`src/rtl/btn_pkg.sv`:
```
// rtl/btn_pkg.sv - shared types and defaults for the button event block
// Purpose: FSM state encoding, default tick counts and counter width.
// Ports: none (package).
package btn_pkg;

   typedef enum logic [1:0] {
      ST_IDLE  = 2'd0,
      ST_SHORT = 2'd1,
      ST_LONG  = 2'd2
   } state_e;

   localparam int LONG_TICKS_DEF   = 20;
   localparam int REPEAT_TICKS_DEF = 4;
   localparam int CNT_W            = 8;

   typedef logic [CNT_W-1:0] cnt_t;

endpackage

```
`src/rtl/btn_event_if.sv`:
```
// rtl/btn_event_if.sv - button event bundle between button logic and its consumer
// Purpose: groups tick/button inputs and the registered event pulses.
// Ports: none; modport master = event generator, slave = consumer/driver.
interface btn_event_if;

   logic tick_i;       // one-clk enable per 50 ms period
   logic btn_val_i;    // debounced button level, asynchronous to clk
   logic press_o;      // one-cycle pulse per new press
   logic release_o;    // one-cycle pulse when the button is let go
   logic long_press_o; // one-cycle pulse when the hold reaches LONG_TICKS
   logic repeat_o;     // one-cycle pulse every REPEAT_TICKS ticks after long press
   logic held_o;       // high while the button is considered held

   modport master (
      input  tick_i,
      input  btn_val_i,
      output press_o,
      output release_o,
      output long_press_o,
      output repeat_o,
      output held_o
   );

   modport slave (
      output tick_i,
      output btn_val_i,
      input  press_o,
      input  release_o,
      input  long_press_o,
      input  repeat_o,
      input  held_o
   );

endinterface

```
`src/rtl/sync2.sv`:
```
// rtl/sync2.sv - two-flop synchronizer for a single asynchronous level
// Purpose: brings an asynchronous input into the clk domain.
// Ports: clk (clock), rst (sync active-high reset), d (async input),
//        q (synchronized output, two clk of latency).
module sync2 (
   input  logic clk,
   input  logic rst,
   input  logic d,
   output logic q
);

   logic s1_q;
   logic s2_q;

   always_ff @(posedge clk) begin
      if (rst) begin
         s1_q <= 1'b0;
         s2_q <= 1'b0;
      end else begin
         s1_q <= d;
         s2_q <= s1_q;
      end
   end

   assign q = s2_q;

endmodule

```
`src/rtl/btn_event.sv`:
```
// rtl/btn_event.sv - converts a debounced button level into press/release/long/repeat pulses
// Purpose: synchronizes btn_val, runs an IDLE/SHORT/LONG FSM counting ticks,
//          and emits registered one-cycle event pulses.
// Ports: clk (clock), rst (sync active-high reset),
//        bus (btn_event_if.master: tick_i, btn_val_i in; press_o, release_o,
//        long_press_o, repeat_o, held_o out).
module btn_event
   import btn_pkg::*;
#(
   parameter int LONG_TICKS   = LONG_TICKS_DEF,   // 1..255
   parameter int REPEAT_TICKS = REPEAT_TICKS_DEF  // 1..255
) (
   input  logic         clk,
   input  logic         rst,
   btn_event_if.master  bus
);

   localparam cnt_t LONG_LAST   = cnt_t'(LONG_TICKS - 1);
   localparam cnt_t REPEAT_LAST = cnt_t'(REPEAT_TICKS - 1);

   logic   btn_s;
   state_e state_q, state_d;
   cnt_t   cnt_q, cnt_d;
   logic   press_q, press_d;
   logic   release_q, release_d;
   logic   long_q, long_d;
   logic   repeat_q, repeat_d;
   logic   held_q, held_d;

   sync2 u_sync (
      .clk (clk),
      .rst (rst),
      .d   (bus.btn_val_i),
      .q   (btn_s)
   );

   always_ff @(posedge clk) begin
      if (rst) begin
         state_q   <= ST_IDLE;
         cnt_q     <= '0;
         press_q   <= 1'b0;
         release_q <= 1'b0;
         long_q    <= 1'b0;
         repeat_q  <= 1'b0;
         held_q    <= 1'b0;
      end else begin
         state_q   <= state_d;
         cnt_q     <= cnt_d;
         press_q   <= press_d;
         release_q <= release_d;
         long_q    <= long_d;
         repeat_q  <= repeat_d;
         held_q    <= held_d;
      end
   end

   // Button-low is tested before tick in each held state so a release
   // always wins over a coincident long_press/repeat.
   always_comb begin
      state_d   = state_q;
      cnt_d     = cnt_q;
      press_d   = 1'b0;
      release_d = 1'b0;
      long_d    = 1'b0;
      repeat_d  = 1'b0;

      case (state_q)
         ST_IDLE: begin
            if (btn_s) begin
               state_d = ST_SHORT;
               cnt_d   = '0;
               press_d = 1'b1;
            end
         end
         ST_SHORT: begin
            if (!btn_s) begin
               state_d   = ST_IDLE;
               cnt_d     = '0;
               release_d = 1'b1;
            end else if (bus.tick_i) begin
               if (cnt_q == LONG_LAST) begin
                  state_d = ST_LONG;
                  cnt_d   = '0;
                  long_d  = 1'b1;
               end else begin
                  cnt_d = cnt_q + cnt_t'(1);
               end
            end
         end
         ST_LONG: begin
            if (!btn_s) begin
               state_d   = ST_IDLE;
               cnt_d     = '0;
               release_d = 1'b1;
            end else if (bus.tick_i) begin
               if (cnt_q == REPEAT_LAST) begin
                  cnt_d    = '0;
                  repeat_d = 1'b1;
               end else begin
                  cnt_d = cnt_q + cnt_t'(1);
               end
            end
         end
         default: begin
            state_d = ST_IDLE;
            cnt_d   = '0;
         end
      endcase

      // held follows the registered state, so derive it from the next state.
      held_d = (state_d != ST_IDLE);
   end

   assign bus.press_o      = press_q;
   assign bus.release_o    = release_q;
   assign bus.long_press_o = long_q;
   assign bus.repeat_o     = repeat_q;
   assign bus.held_o       = held_q;

endmodule
```
`src/flat_wrapper.sv`:
```
// flat-port wrapper written by rule: the top's interface ports become plain ports
module btn_event_flat import btn_pkg::*;
#(
   parameter int LONG_TICKS   = LONG_TICKS_DEF,            
   parameter int REPEAT_TICKS = REPEAT_TICKS_DEF           
)
  (clk, rst, bus_tick_i, bus_btn_val_i, bus_press_o, bus_release_o, bus_long_press_o, bus_repeat_o, bus_held_o);
  btn_event_if bus_i ();
  input  logic clk;
  input  logic rst;
  input wire logic [$bits(bus_i.tick_i)-1:0] bus_tick_i;
  input wire logic [$bits(bus_i.btn_val_i)-1:0] bus_btn_val_i;
  output wire logic [$bits(bus_i.press_o)-1:0] bus_press_o;
  output wire logic [$bits(bus_i.release_o)-1:0] bus_release_o;
  output wire logic [$bits(bus_i.long_press_o)-1:0] bus_long_press_o;
  output wire logic [$bits(bus_i.repeat_o)-1:0] bus_repeat_o;
  output wire logic [$bits(bus_i.held_o)-1:0] bus_held_o;
  assign bus_i.tick_i = bus_tick_i;
  assign bus_i.btn_val_i = bus_btn_val_i;
  assign bus_press_o = bus_i.press_o;
  assign bus_release_o = bus_i.release_o;
  assign bus_long_press_o = bus_i.long_press_o;
  assign bus_repeat_o = bus_i.repeat_o;
  assign bus_held_o = bus_i.held_o;
  btn_event #(.LONG_TICKS(LONG_TICKS), .REPEAT_TICKS(REPEAT_TICKS)) u_core (.clk(clk), .rst(rst), .bus(bus_i));
endmodule
```
`config.mk`:
```
export PLATFORM = sky130hd
export DESIGN_NAME = btn_event_flat
export DESIGN_NICKNAME = d
export VERILOG_FILES = /design/src/rtl/btn_pkg.sv /design/src/rtl/btn_event_if.sv /design/src/rtl/sync2.sv /design/src/rtl/btn_event.sv /design/src/flat_wrapper.sv
export SDC_FILE = /design/constraint.sdc
export NUM_CORES = 1
export LEC_CHECK = 0
export BUFFER_PORTS_ARGS = -buffer_cell sky130_fd_sc_hd__buf_2
export CORE_MARGIN = 2
export CORE_UTILIZATION = 49
export CTS_CLUSTER_SIZE = 28
export DETAILED_ROUTE_END_ITERATION = 6
export GPL_TIMING_DRIVEN = 1
export PLACE_DENSITY = 0.71
export SYNTH_ARGS = -nofsm -noshare
export SYNTH_HDL_FRONTEND = slang
export SYNTH_SLANG_ARGS = --single-unit
```
`constraint.sdc`:
```
create_clock -name clk -period 2 [get_ports clk]
set_clock_uncertainty 0.05 [all_clocks]
set_input_delay 0.3 -clock clk [delete_from_list [all_inputs] [get_ports clk]]
set_output_delay 0.3 -clock clk [all_outputs]
set_load 0.02 [all_outputs]
```
## After elaboration in Yosys (flattened, before gate mapping)

Cells that the tools add are included.

| word-level totals | value |
|---|---|
| register bits | 17 |
| input bits | 4 |
| output and inout bits | 5 |
| word-level logic and storage cells | 49 |

| operators by class | value |
|---|---|
| add/subtract/negate cells | 1 |
| equal/unequal tests | 7 |
| multiplexer cells | 18 |
| bitwise logic cells | 6 |
| reductions and logical operators | 8 |

Operator list:

| operator | number |
|---|---|
| $mux 8 | 7 |
| $pmux 8 s3 | 1 |
| $mux 2 | 5 |
| $add 8x1->8 const B | 1 |
| $eq 8x2->1 const B | 1 |
| $eq 8x5->1 const B | 1 |
| $reduce_or 4->1 | 2 |
| $ne 3x3->1 const B | 2 |
| $not 1->1 | 6 |
| $pmux 2 s3 | 1 |
| $reduce_or 2->1 | 3 |
| $mux 1 | 4 |
| $reduce_and 3->1 | 1 |
| $eq 2x1->1 const B | 1 |
| $eq 2x2->1 const B | 1 |
| $logic_not 2->1 | 1 |
| $ne 2x2->1 const B | 1 |
| $reduce_bool 2->1 | 1 |

## Logic depth before layout (Yosys ltp)

| logic depth | value |
|---|---|
| depth after elaboration | 6 |
| gate-level depth with buffers | 6 |
| gate-level depth less buffers | 6 |

## Modules after synthesis

A second synthesis with hierarchy kept.

| second synthesis, totals | value |
|---|---|
| cells, all modules | 96 |
| area total of the unflattened synthesis | 872.1 um^2 |

Modules (own cells, without submodules):

| module | instances | cells each | area each (um^2) | sequential area each (um^2) |
|---|---|---|---|---|
| btn_event | 1 | 92 | 819.5 | 300.3 |
| sync2 | 1 | 4 | 52.6 | 40.0 |

## Least setup slack after synthesis

OpenSTA, ideal clock, no wires.

| path | value |
|---|---|
| kind | register -> register |
| start | register u_core.state_q[0] |
| end | register u_core.cnt_q[6] |
| setup time | 0.070 ns |
| data arrival time | 1.797 ns |
| required time | 1.880 ns |
| path slack | 0.083 ns |
| cell stages (with the launch flop) | 7 |
| buffers on the path | 0 |
| period minus slack after synthesis | 1.917 ns |
| path through | dfxtp_1 -> inv_1 -> ha_1 -> o21ba_1 -> a2111o_1 -> or3_1 -> a21oi_1 |

| on the way | value |
|---|---|
| word-level cells in the longest chain between the ends | 3 |
| elaborated cells on any way between the ends | 8 |
| those cells by class | eq/ne: 5; mux: 1; reduce/logical: 2 |

RTL lines:

| what | RTL line | RTL |
|---|---|---|
| start: declaration | btn_event.sv:22 | `state_e state_q, state_d;` |
| start signal: assignment | btn_event.sv:47 | `state_q <= state_d;` |
| $eq 2x2->1 (tied with other cells) | btn_event.sv:67 | `case (state_q)` |
| $ne 3x3->1 (no line) / $ne 2x2->1 (equally long branches) | -- |  |
| $reduce_and 3->1 (no line) | -- |  |
| end signal: assignment | btn_event.sv:48 | `cnt_q <= cnt_d;` |
| end: declaration | btn_event.sv:23 | `cnt_t cnt_q, cnt_d;` |

Parallel ways exist; a longest one is shown, timed or not.
A chain may end at the register's enable or synchronous reset.

## Worst setup path after layout

| path | value |
|---|---|
| start | register u_core.state_q[0] |
| end | register u_core.cnt_q[7] |

Same word-level chain as after synthesis.

==> flow_metrics.tcl <==
set metrics [dict create \
    min_to "u_core.u_sync.s1_q" \
    htreeDepth 1 \
    r2r_cells 6 \
    clock.fmax_mhz 519.4 \
    multi_input_area_um2 459.2 \
    drcViolationCount 0 \
    maxCapViolCount 0 \
    clock_power_share 0.303 \
    worst_pin_slew_ns 0.5159 \
    p_comb_frac 0.096 \
    cts_num_sinks 17 \
    p_int_mw 0.4455 \
    wirelength_um 1428 \
    status "completed" \
    relSlewSlack 0.6472 \
    ys_seq_area_frac 0.4115 \
    synth_ff_type "dfxtp_1" \
    cts_tree "yes" \
    synth.distinct_cells 31 \
    power_leakage_nw 0.3721 \
    yosysWarnings 0 \
    cp_slowest_stage_delay_ns 0.43 \
    rows 14 \
    drt_iter0_markers 32 \
    antenna_cells 0 \
    vdd_drop_max_mv 0.4631 \
    netlist_instances 90 \
    antenna_found_initial 0 \
    insertion_delay_ns 0.29 \
    via_per_inst 5.529 \
    grt_pass1_wl_um 2601 \
    clk_pin_slew_ns 0.09 \
    cp.required_ns 2.18 \
    chipHeight_um 45.09 \
    grt_use_total 0.1742 \
    placed_cell_area_um2 913.4 \
    ctsLongestPathBuffers 2 \
    drive_gt1_frac 0.2381 \
    final_core_util 0.6209 \
    synth_area_um2 827.0 \
    async_flop_share 0 \
    ant_nets 0 \
    synth_fp_nets 99 \
    synth-edff-count 0 \
    pin_count 9 \
    die_area_um2 2033 \
    finalCritPeriodShare 0.9627 \
    place.gp.congestion 0.8281 \
    r2r-start "u_core.state_q[0]" \
    cp.arrival_ns 2.10 \
    worstPathCellList "buf_4, ha_1, o21ba_1, a2111o_1, or3_1, a21oi_2" \
    worstHoldPathCells 2 \
    fp.coreArea_um2 1541 \
    grt_pass1_vias 640 \
    finalPower_mw 0.5839 \
    clock-root-buffer "clkbuf_4" \
    final_common_cell "dfxtp_1" \
    fin_crit_ns 1.925 \
    vias 669 \
    area_delta_synth_final_pct 15.73 \
    criticalPathCategory "reg -> reg" \
    rsz0062_at_grt "false" \
    min-delay-start "bus_btn_val_i" \
    final_area_um2 957.2 \
    cp-end-kind "flip-flop" \
    fillers 127 \
    sw_frac_of_total 0.2371 \
    port_buffers 8 \
    ff2ff_setup_slack_ns 0.07 \
    p_switching_mw 0.1384 \
    final_max_slew_viol_count 0 \
    seqPwrFrac 0.601 \
    critPathSlowestCell "a2111o_1" \
    tns_ns 0 \
    power_density_nw_per_um2 610.1 \
    hold_path_class "in -> reg" \
    drtPass1Iterations 4 \
    final_cell_mix "dfxtp_1, buf_2, nand2_1" \
    grt.overflow.total 0 \
    start_kind "flip-flop" \
    avgSynthCellArea_um2 9.189 \
    finish.net_count 115 \
    setup_viol 0 \
    holdWs_ns 0.1800 \
    cts_hold_buffers 0 \
    cp_max_fo 6 \
    rr_endpoint "u_core.cnt_q[7]" \
    routedWlPerCell_um 11.80 \
    ff_latch_area_um2 342.8 \
    grt_max_degree 11 \
    ys_ff_latch 17 \
    dp_hpwl_um 1092 \
    timing.final.hold_violations 0 \
    die_w_um 45.09 \
    initial_core_util 0.5365 \
    cts_made_buffers 3 \
]
[how the worst max path moves through the flow]
stage,start,end,slack [ns],depth (start not counted)
after CTS,u_core.state_q[0],u_core.cnt_q[7],0.01,6
after global routing,u_core.cnt_q[0],u_core.bus.held_o,0.006,5
final,u_core.state_q[0],u_core.cnt_q[7],0.07,6
after floorplan,u_core.state_q[0],u_core.cnt_q[6],0.08,6
after global placement,u_core.state_q[0],u_core.cnt_q[6],0.05,6
after detailed placement,u_core.state_q[0],u_core.cnt_q[7],-0.003,6
[power by group through the flow]
stage	sequential (mW)	combinational (mW)	clock, mW
floorplan	0.360	0.0328	0
global placement	0.359	0.0522	0
detailed placement	0.359	0.0527	0
CTS	0.351	0.0531	0.184
global route	0.352	0.0614	0.201
finish	0.351	0.0562	0.177
[layer usage]
layer,share of wire,wire (µm),global-route usage,up-vias
li1,-,-,-,353
met1,0.52,744,0.2217,301
met2,0.42,605,0.2771,15
met3,0.055,78,0.07200,0
met4,0,0,0.03529,0
met5,0,0,0,-
[critical path: cells and delay by family, from the launching register on]
family          cells  cell delay [ns]
compound gates      3             0.77
simple gates        1             0.38
flops               1             0.33
fa+ha+maj           1             0.21
buf+inv             1             0.13
[repair_timing]
item | 4_1_cts | 5_1_grt
endpoints found under the setup margin | 3 | 8
buffers inserted | 0 | 1
pin swaps | 1 | 1
gates resized for setup | 1 | 3
[registers in the layout, summed over array words and instances (netlist names)]
signal / flops
u_core.cnt_q: 8
u_core.state_q: 2
u_core.bus.held_o: 1
u_core.bus.long_press_o: 1
u_core.bus.press_o: 1
u_core.bus.release_o: 1
u_core.bus.repeat_o: 1
u_core.u_sync.q: 1
u_core.u_sync.s1_q: 1
[through the flow]
step / instances / worst slack, ns
global placement: 116 / 0.05003
global route: 121 / 0.005795
finish: 121 / 0.07452
CTS: 120 / 0.01282
detailed placement: 116 / -0.003031
floorplan: 90 / 0.08321
[cells by family (layout without fill, tap and decap cells)]
kind of cell    Yosys count  count (layout)  synth area share
fa+ha+maj                 5               5           0.07564
simple gates             32              32            0.2209
flops                    17              17            0.4115
compound gates           22              22            0.1967
buf+inv                   9              24           0.04084
xor+xnor                  4               4           0.04236
mux                       1               1           0.01210
[layout make-up]
class / instances / share of cell area
repair buffers: 14 / 0.08889
inverters: 6 / 0.02353
multi-input cells: 64 / 0.4797
clock buffers: 3 / 0.02353
well taps: 16 / 0.02092
flip-flops and latches: 17 / 0.3582
clock inverters: 1 / 0.005229
[Yosys cell counts (2+ instances only)]
master,n,area share
a21oi_1,5,0.030
nand2_1,7,0.032
clkbuf_1,3,0.014
a2111oi_0,2,0.021
a211oi_1,2,0.018
xnor2_1,4,0.042
o21a_1,2,0.018
or3_1,3,0.023
nor2_1,6,0.027
nor3_1,4,0.024
o21ai_0,3,0.018
ha_1,5,0.076
dfxtp_1,17,0.41
inv_1,6,0.027
nand4_1,2,0.015
nor2b_1,4,0.030
Note: power is estimated with default switching activity, not from simulation.
